[src/rtl/s27_scan_ctrl.sv]
// Scan-test sequencer for the scan-inserted s27 core: per pattern it shifts in,
// pulses one capture, shifts out, and scores the response against expectations.
module s27_scan_ctrl #(
  parameter int CHAIN_LEN = 3,
  parameter int PI_W      = 4,
  parameter int PO_W      = 1,
  parameter int CNT_W     = 8
) (
  input  logic                 CK,
  input  logic                 RST,
  input  logic                 start,
  input  logic [CHAIN_LEN-1:0] pat_si,
  input  logic [PI_W-1:0]      pat_pi,
  input  logic [CHAIN_LEN-1:0] exp_so,
  input  logic [PO_W-1:0]      exp_po,
  input  logic                 SO,
  input  logic [PO_W-1:0]      PO,
  output logic                 SE,
  output logic                 SI,
  output logic [PI_W-1:0]      PI,
  output logic                 busy,
  output logic                 done,
  output logic [CHAIN_LEN-1:0] resp,
  output logic [PO_W-1:0]      po_cap,
  output logic                 mismatch,
  output logic [CNT_W-1:0]     pass_cnt,
  output logic [CNT_W-1:0]     fail_cnt
);

  typedef enum logic [2:0] {
    S_IDLE,
    S_LOAD,
    S_CAPT,
    S_UNLOAD,
    S_DONE
  } state_t;

  localparam int                BIT_W    = $clog2(CHAIN_LEN);
  localparam logic [BIT_W-1:0]  LAST_BIT = BIT_W'(CHAIN_LEN - 1);
  localparam logic [CNT_W-1:0]  CNT_MAX  = {CNT_W{1'b1}};

  state_t                 r_state;
  logic [BIT_W-1:0]       r_bit;
  logic [CHAIN_LEN-1:0]   r_shift;
  logic [CHAIN_LEN-1:0]   r_exp_so;
  logic [PO_W-1:0]        r_exp_po;
  logic                   r_se;
  logic                   r_si;
  logic [PI_W-1:0]        r_pi;
  logic                   r_busy;
  logic                   r_done;
  logic [CHAIN_LEN-1:0]   r_resp;
  logic [PO_W-1:0]        r_po_cap;
  logic                   r_mismatch;
  logic [CNT_W-1:0]       r_pass_cnt;
  logic [CNT_W-1:0]       r_fail_cnt;

  logic [CHAIN_LEN-1:0]   w_resp_next;
  logic                   w_mismatch;

  // The verdict on the last unload edge must see the bit arriving on that same edge.
  assign w_resp_next = {r_resp[CHAIN_LEN-2:0], SO};
  assign w_mismatch  = (w_resp_next != r_exp_so) || (r_po_cap != r_exp_po);

  // NOTE: all state below is updated with non-blocking assignments so every
  // register samples pre-edge values, exactly as the core does.
  always_ff @(posedge CK or posedge RST) begin
    if (RST) begin
      r_state    <= S_IDLE;
      r_bit      <= '0;
      r_shift    <= '0;
      r_exp_so   <= '0;
      r_exp_po   <= '0;
      r_se       <= 1'b0;
      r_si       <= 1'b0;
      r_pi       <= '0;
      r_busy     <= 1'b0;
      r_done     <= 1'b0;
      r_resp     <= '0;
      r_po_cap   <= '0;
      r_mismatch <= 1'b0;
      r_pass_cnt <= '0;
      r_fail_cnt <= '0;
    end else begin
      r_done <= 1'b0;
      case (r_state)
        S_IDLE, S_DONE: begin
          if (start) begin
            r_shift    <= pat_si;
            r_exp_so   <= exp_so;
            r_exp_po   <= exp_po;
            r_pi       <= pat_pi;
            r_se       <= 1'b1;
            r_si       <= pat_si[CHAIN_LEN-1];
            r_busy     <= 1'b1;
            r_resp     <= '0;
            r_mismatch <= 1'b0;
            r_bit      <= '0;
            r_state    <= S_LOAD;
          end else begin
            r_state <= S_IDLE;
          end
        end

        S_LOAD: begin
          if (r_bit == LAST_BIT) begin
            r_se    <= 1'b0;
            r_si    <= 1'b0;
            r_state <= S_CAPT;
          end else begin
            // r_shift walks left so its second-from-top bit is always the next SI.
            r_si    <= r_shift[CHAIN_LEN-2];
            r_shift <= r_shift << 1;
            r_bit   <= r_bit + 1'b1;
          end
        end

        S_CAPT: begin
          r_po_cap <= PO;
          r_se     <= 1'b1;
          r_bit    <= '0;
          r_state  <= S_UNLOAD;
        end

        S_UNLOAD: begin
          r_resp <= w_resp_next;
          if (r_bit == LAST_BIT) begin
            r_se       <= 1'b0;
            r_busy     <= 1'b0;
            r_done     <= 1'b1;
            r_mismatch <= w_mismatch;
            if (w_mismatch) begin
              if (r_fail_cnt != CNT_MAX) r_fail_cnt <= r_fail_cnt + 1'b1;
            end else begin
              if (r_pass_cnt != CNT_MAX) r_pass_cnt <= r_pass_cnt + 1'b1;
            end
            r_state <= S_DONE;
          end else begin
            r_bit <= r_bit + 1'b1;
          end
        end

        default: r_state <= S_IDLE;
      endcase
    end
  end

  assign SE       = r_se;
  assign SI       = r_si;
  assign PI       = r_pi;
  assign busy     = r_busy;
  assign done     = r_done;
  assign resp     = r_resp;
  assign po_cap   = r_po_cap;
  assign mismatch = r_mismatch;
  assign pass_cnt = r_pass_cnt;
  assign fail_cnt = r_fail_cnt;

endmodule

[config.mk]
export PLATFORM = sky130hd
export DESIGN_NAME = s27_scan_ctrl
export DESIGN_NICKNAME = d
export VERILOG_FILES = /design/src/rtl/s27_scan_ctrl.sv
export SDC_FILE = /design/constraint.sdc
export NUM_CORES = 1
export LEC_CHECK = 0
export CELL_PAD_IN_SITES_DETAIL_PLACEMENT = 0
export CELL_PAD_IN_SITES_GLOBAL_PLACEMENT = 1
export CORE_MARGIN = 8
export CORE_UTILIZATION = 38
export DETAILED_ROUTE_END_ITERATION = 16
export PLACE_DENSITY = 0.85
export SYNTH_ARGS = -nofsm -noshare
export SYNTH_HDL_FRONTEND = slang
export SYNTH_SLANG_ARGS = --single-unit
export TNS_END_PERCENT = 10
[constraint.sdc]
create_clock -name CK -period 2.4 [get_ports CK]
set_input_delay 0.48 -clock CK [delete_from_list [all_inputs] [get_ports CK]]
set_output_delay 0.48 -clock CK [all_outputs]
set_load 0.01 [all_outputs]
==> out/qor.txt, run 1 <==
run status = finished, final reports clean
placement row count = 25
Post-Synthesis Net Count = 181
Critical path buffers and inverters = 2
CTS tree = done
leakage power of the design = 1.08 nW
area enclosed by the die boundary = 7390 um^2
maximum buffer depth of the clock tree = 2
relative slew slack = 66.2%
1st-iter DRT viols = 94
power share of the combinational group = 43.8%
pin count of the biggest net entering global routing = 41
register area = 1000 um^2
overall overflow remaining after global route = 0
Internal Pwr Total = 1.81 mW
CP required = 2.62 ns
routed length per instance = 14.5 um
Gates resized, CTS repair = 0
global router's overall resource usage = 12.5%
crit path kind = primary input to flip-flop
area share of the largest cell type after synthesis = 53.8%
post-synth cell types = 32
antenna violations before repair = 0
most frequent cells in the layout = sky130_fd_sc_hd__clkdlybuf4s50_1, sky130_fd_sc_hd__dfrtp_1, sky130_fd_sc_hd__xor2_1, sky130_fd_sc_hd__mux2_2
number of flops mapped to enable cells by yosys = 0
total inserted antenna cells = 0
most frequent standard cell in the layout excluding fill and tap cells = sky130_fd_sc_hd__clkdlybuf4s50_1
nets = 238
Setup WS pre-CTS = 0.00211 ns
sinks on the clock net = 40
register area share after synthesis = 53.8%
Avg Synthesized Cell Area = 11.5 um^2
highest net fanout along the worst path = 6
Worst Max-Slew Pin Slew = 0.507 ns
CP max stage delay = 0.54 ns
Net Switching = 1.01 mW
global-route wire length before repair = 7300 um
number of fill cells in the layout = 423
clock-pin slew reported for the worst setup and hold paths after clock tree synthesis = 0.08 ns
Seq pwr share = 40.0%
total power per unit cell area = 1120 nW/um^2
signal arrival time at the worst endpoint = 2.29 ns
share of flip-flops with an asynchronous set or reset after synthesis = 100%
maximum clock skew at final layout = 0.00662 ns
post-layout min period = 2.07 ns
initial core utilization = 39.4%
post-detailed-routing wire length = 4170 um
mean number of vias per cell = 4.93
cts bufs inserted = 5
area grow syn2layout = 35.9%
worst min path class = flip-flop to flip-flop
post-CTS setup buffer count = 0
Clock Latency Late Sink = 0.29 ns
startpoint class of the critical path = primary input
busiest layer in global routing = met2
Die Wd = 86.0 um
fmax = 483 MHz
met1 usage in global routing = 16.0%
final worst setup slack = 0.328 ns
utilization after layout = 53.5%
accumulated negative setup slack = 0 ns
post-synthesis instance area = 1860 um^2
die extent in y = 86.0 um
Final Wtd Congestion = 0.745
final number of setup-violating endpoints = 0
fraction of layout instances using a drive strength above 1 = 16.8%
ports placed on the boundary = 45
cell breakdown of the critical path = clkdlybuf4s50_1 > xor2_1 > or4_1 > buf_4 > nor4_2 > xor2_1
setup repair after global routing missed its margin = no
number of hold-repair buffers added at the cts stage = 0
Slew Viols, Final = 0
area of the core = 4720 um^2
final hold violation count = 0
switching share of power = 35.9%
Clock Power Share = 16.2%
count of state elements after synthesis = 40
H-tree depth = 2
First-pass DRT Iterations = 4
Detail Placement HPWL = 3010 um
cell type with the highest occurrence count on the critical path = sky130_fd_sc_hd__xor2_1
M2 GR Usage = 18.9%
number of max-cap violations = 0
Period Utilization, post-route = 86.3%
synthesis warning total = 0
via count of the first global-routing pass = 1426
cell type contributing the most total cell area after synthesis = sky130_fd_sc_hd__dfrtp_1
number of input and output port buffers inserted = 44
Clock Tree Root = sky130_fd_sc_hd__clkbuf_8
largest cells by area after synthesis = sky130_fd_sc_hd__dfrtp_1, sky130_fd_sc_hd__xor2_1, sky130_fd_sc_hd__mux2_2
global routing usage on met3 = 4.01%
Residual DRC = 0
antenna violation net count after detailed routing = 0
total vias in the final route = 1415
kind of end point of the critical path = flip-flop
slowest cell on the critical path = sky130_fd_sc_hd__or4_1
prevailing post-synth register cell = sky130_fd_sc_hd__dfrtp_1
worst IR drop on VDD = 0.000603 V
synthesized instance count = 162
CP top delay family = simple AND/OR/NAND/NOR gates
area taken by multi-input logic gates = 808 um^2
==> power groups by stage <==
stage	clock (mW)	combinational (mW)	sequential (mW)
floorplan	0	0.661	1.17
global placement	0	1.22	1.13
detailed placement	0	1.25	1.14
CTS	0.473	1.26	1.13
global route	0.509	1.37	1.17
finish	0.459	1.24	1.13
==> worst register-to-register path, stage by stage (launching register included) <==
cell	delay, ns
sky130_fd_sc_hd__dfrtp_1	0.39
sky130_fd_sc_hd__inv_1	0.06
sky130_fd_sc_hd__ha_1	0.24
sky130_fd_sc_hd__and4b_1	0.33
sky130_fd_sc_hd__o41ai_4	0.11
sky130_fd_sc_hd__buf_4	0.17
sky130_fd_sc_hd__nor4b_1	0.43
sky130_fd_sc_hd__xor2_1	0.17
==> synth_stat cells (all sizes together) (3+ instances only) <==
library cell / n
a21oi: 5
buf: 3
dfrtp: 40
ha: 3
inv: 6
mux2: 13
nand2: 11
nand3: 7
nor2: 9
nor2b: 3
nor3: 9
nor4: 4
o21ai: 10
o22ai: 4
xor2: 17
==> metal layers <==
metal	vias up	wire [um]	share of wire, %
met4	0	48	1.2
met1	697	1900	46
met3	4	165	4.0
li1	684	-	-
met2	30	2060	49
met5	-	0	0
==> registers in the layout, indices dropped and copies added (netlist names), 2 cells and up <==
signal,cells
r_shift,2
r_bit,2
r_exp_so,3
fail_cnt,8
pass_cnt,8
resp,3
r_state,3
PI,4
==> metrics by stage <==
stage | power (mW) | hold WS (ns) | instance area [um^2] | cells
after floorplan | 1.83 | 0.454 | 1860 | 162
after global placement | 2.35 | 0.466 | 2440 | 279
after detailed placement | 2.39 | 0.482 | 2440 | 279
after CTS | 2.86 | 0.493 | 2530 | 287
after global routing | 3.06 | 0.517 | 2530 | 287
final | 2.83 | 0.481 | 2530 | 287
==> worst paths after layout <==
check | from | to | slack [ns] | cells after the start
min reg2reg | r_bit[0]$_DFFE_PP0P_ | r_bit[0]$_DFFE_PP0P_ | 0.48 | 1
min | r_bit[0]$_DFFE_PP0P_ | r_bit[0]$_DFFE_PP0P_ | 0.48 | 1
max | SO | pass_cnt[6]$_DFFE_PP0P_ | 0.33 | 6
max reg2reg | r_bit[0]$_DFFE_PP0P_ | fail_cnt[4]$_DFFE_PP0P_ | 0.43 | 7
min in group asynchronous | RST | pass_cnt[4]$_DFFE_PP0P_ | 0.62 | 3
max in group asynchronous | RST | PI[2]$_DFFE_PP0P_ | 1.43 | 3
==> cells by family (layout without fill, tap and decap cells) <==
kind of cell / Yosys count / in the layout / share of synthesized area (%)
AND/OR/NAND/NOR: 55 / 55 / 17.1
flip-flops: 40 / 40 / 53.8
AO/OA/AOI/OAI: 22 / 22 / 7.94
XOR/XNOR: 17 / 17 / 8.00
multiplexers: 14 / 14 / 8.41
buffers and inverters: 11 / 69 / 2.76
adder cells (fa/ha/maj): 3 / 3 / 2.02
==> area by class of cell <==
cell class	count	area share (%)
Clock buffer	8	3.56
Timing Repair Buffer	55	20.7
Tap cell	67	3.32
Multi-Input combinational cell	111	32.0
Inverter	6	0.891
Sequential cell	40	39.6
Power figures use the tool's default switching activity.
==> run 2, diff against run 1 <==
Settings changed: GPL_ROUTABILITY_DRIVEN from default to 0, REMOVE_ABC_BUFFERS from default to 1.
==> out/qor.txt, run 2 (same netlist as run 1, synthesis figures left out) <==
antenna violation net count after detailed routing = 0 (unchanged)
highest net fanout along the worst path = 6 (unchanged)
run status = finished, final reports clean
antenna violations before repair = 0 (unchanged)
placement row count = 25 (unchanged)
routed length per instance = 14.5 um (-0.50%)
initial core utilization = 39.4% (unchanged)
reg-to-reg critical path startpoint = r_bit[0]$_DFFE_PP0P_
worst hold path startpoint = r_bit[0]$_DFFE_PP0P_
kind of end point of the critical path = flip-flop
maximum clock skew at final layout = 0.00756 ns (+0.000937 ns)
final worst setup slack = 0.276 ns (-0.0516 ns)
mean number of vias per cell = 4.98 (+0.91%)
relative slew slack = 66.5% (+0.27 points)
1st-iter DRT viols = 73 (-22%)
ports placed on the boundary = 45 (unchanged)
WHS = 0.488 ns (+0.00743 ns)
sinks on the clock net = 40 (unchanged)
slowest cell on the critical path = sky130_fd_sc_hd__or4_1
final hold violation count = 0 (unchanged)
overall overflow remaining after global route = 0 (unchanged)
startpoint class of the critical path = primary input
number of max-cap violations = 0 (unchanged)
final number of setup-violating endpoints = 0 (unchanged)
Worst Reg-to-Reg Cells = 7 (unchanged)
total vias in the final route = 1413 (-0.14%)
cell type with the highest occurrence count on the critical path = sky130_fd_sc_hd__xor2_1
number of cells traversed by the worst hold path = 1 (unchanged)
leakage power of the design = 1.08 nW (-0.49%)
number of fill cells in the layout = 433 (+2.4%)
Residual DRC = 0 (unchanged)
clock-pin slew reported for the worst setup and hold paths after clock tree synthesis = 0.08 ns (about the same)
area grow syn2layout = 35.4%
fraction of layout instances using a drive strength above 1 = 16.6% (-0.23 points)
post-detailed-routing wire length = 4110 um (-1.5%)
maximum buffer depth of the clock tree = 2 (unchanged)
setup repair after global routing missed its margin = no
worst IR drop on VDD = 0.000640 V (+6.0%)
Critical path buffers and inverters = 2 (unchanged)
Clock Latency Late Sink = 0.29 ns (about the same)
First-pass DRT Iterations = 4 (unchanged)
Worst Max-Slew Pin Slew = 0.503 ns (-0.00402 ns)
most frequent cells in the layout = sky130_fd_sc_hd__clkdlybuf4s50_1, sky130_fd_sc_hd__dfrtp_1, sky130_fd_sc_hd__xor2_1, sky130_fd_sc_hd__mux2_2, sky130_fd_sc_hd__nand2_1
CP top delay family = simple AND/OR/NAND/NOR gates
post-layout min period = 2.12 ns (+0.0516 ns)
via count of the first global-routing pass = 1427 (+0.070%)
area of all placed cells without fillers = 2520 um^2 (-0.35%)
global-route wire length before repair = 6800 um (-6.9%)
Setup WS pre-CTS = -0.0330 ns (-0.0351 ns)
worst reg2reg setup slack = 0.42 ns (about the same)
Area after DPL = 2420 um^2 (-0.62%)
global router's overall resource usage = 11.7% (-0.78 points)
Period Utilization, post-route = 88.5% (+2.2 points)
Hold Path Sink = r_bit[0]$_DFFE_PP0P_
number of input and output port buffers inserted = 44 (unchanged)
number of hold-repair buffers added at the cts stage = 0 (unchanged)
Die Wd = 86.0 um (unchanged)
cell breakdown of the critical path = clkdlybuf4s50_1 > xor2_1 > or4_1 > buf_4 > nor4_2 > xor2_1
signal arrival time at the worst endpoint = 2.33 ns (+0.04 ns)
Clock Tree Root = sky130_fd_sc_hd__clkbuf_8
worst min path class = flip-flop to flip-flop
Slew Viols, Final = 0 (unchanged)
pin count of the biggest net entering global routing = 41 (unchanged)
crit path kind = primary input to flip-flop
area of the core = 4720 um^2 (unchanged)
most frequent standard cell in the layout excluding fill and tap cells = sky130_fd_sc_hd__clkdlybuf4s50_1
area enclosed by the die boundary = 7390 um^2 (unchanged)
CTS tree = done
fmax = 471 MHz (-2.4%)
CP required = 2.61 ns (about the same)
reg-to-reg critical path endpoint = fail_cnt[6]$_DFFE_PP0P_
Gates resized, CTS repair = 0 (unchanged)
H-tree depth = 2 (unchanged)
die extent in y = 86.0 um (unchanged)
Worst Setup SP = SO
total inserted antenna cells = 0 (unchanged)
CP max stage delay = 0.55 ns (about the same)
total power per unit cell area = 1120 nW/um^2 (about the same)
post-CTS setup buffer count = 0 (unchanged)
power after layout = 2.82 mW (-0.33%)
cts bufs inserted = 5 (unchanged)
Detail Placement HPWL = 2960 um (-1.6%)
nets = 236 (-0.84%)
==> run 2: cell type report <==
| type | count | area [um^2] | area share, % |
|---|---|---|---|
| clock buffer | 7 | 96.3 | 3.82 |
| inverter | 6 | 22.5 | 0.894 |
| multi-input combinational | 111 | 808 | 32.1 |
| sequential | 40 | 1000 | 39.7 |
| tap | 67 | 83.8 | 3.33 |
| timing repair buffer | 53 | 508 | 20.2 |
==> run 2: worst max path at each step <==
stage,end,slack (ns),depth (start not counted)
after floorplan,pass_cnt[1]$_DFFE_PP0P_,0.39,4
after global routing,pass_cnt[6]$_DFFE_PP0P_,0.18,6
after detailed placement,pass_cnt[6]$_DFFE_PP0P_,-0.03,6
final,pass_cnt[6]$_DFFE_PP0P_,0.28,6
after global placement,pass_cnt[6]$_DFFE_PP0P_,0.02,6
after CTS,pass_cnt[6]$_DFFE_PP0P_,0.28,6
==> run 2: metrics by stage <==
stage          cells  TNS [ns]  utilization (%)
2_1_floorplan    157         0                -
3_3_place_gp     277         0             51.3
3_5_place_dp     277   -0.0415             51.3
4_1_cts          284         0             53.4
5_1_grt          284         0             53.4
6_report         284         0             53.4
==> run 2: layer usage <==
metal | vias up | wire [um] | share of wire (%) | global-route usage [%]
li1 | 680 | - | - | -
met1 | 689 | 1740 | 42 | 13.5
met2 | 38 | 2050 | 50 | 18.7
met3 | 6 | 216 | 5.3 | 3.15
met4 | 0 | 92 | 2.2 | 7.48
met5 | - | 0 | 0 | 0
==> run 2: report_power, final <==
| part | leakage, nW | total (mW) | switching (mW) | internal [mW] |
|---|---|---|---|---|
| Sequential | 0.492 | 1.13 | 0.208 | 0.919 |
| Clock | 0.0503 | 0.479 | 0.223 | 0.256 |
| Combinational | 0.535 | 1.21 | 0.567 | 0.644 |
| Total | 1.08 | 2.82 | 0.998 | 1.82 |
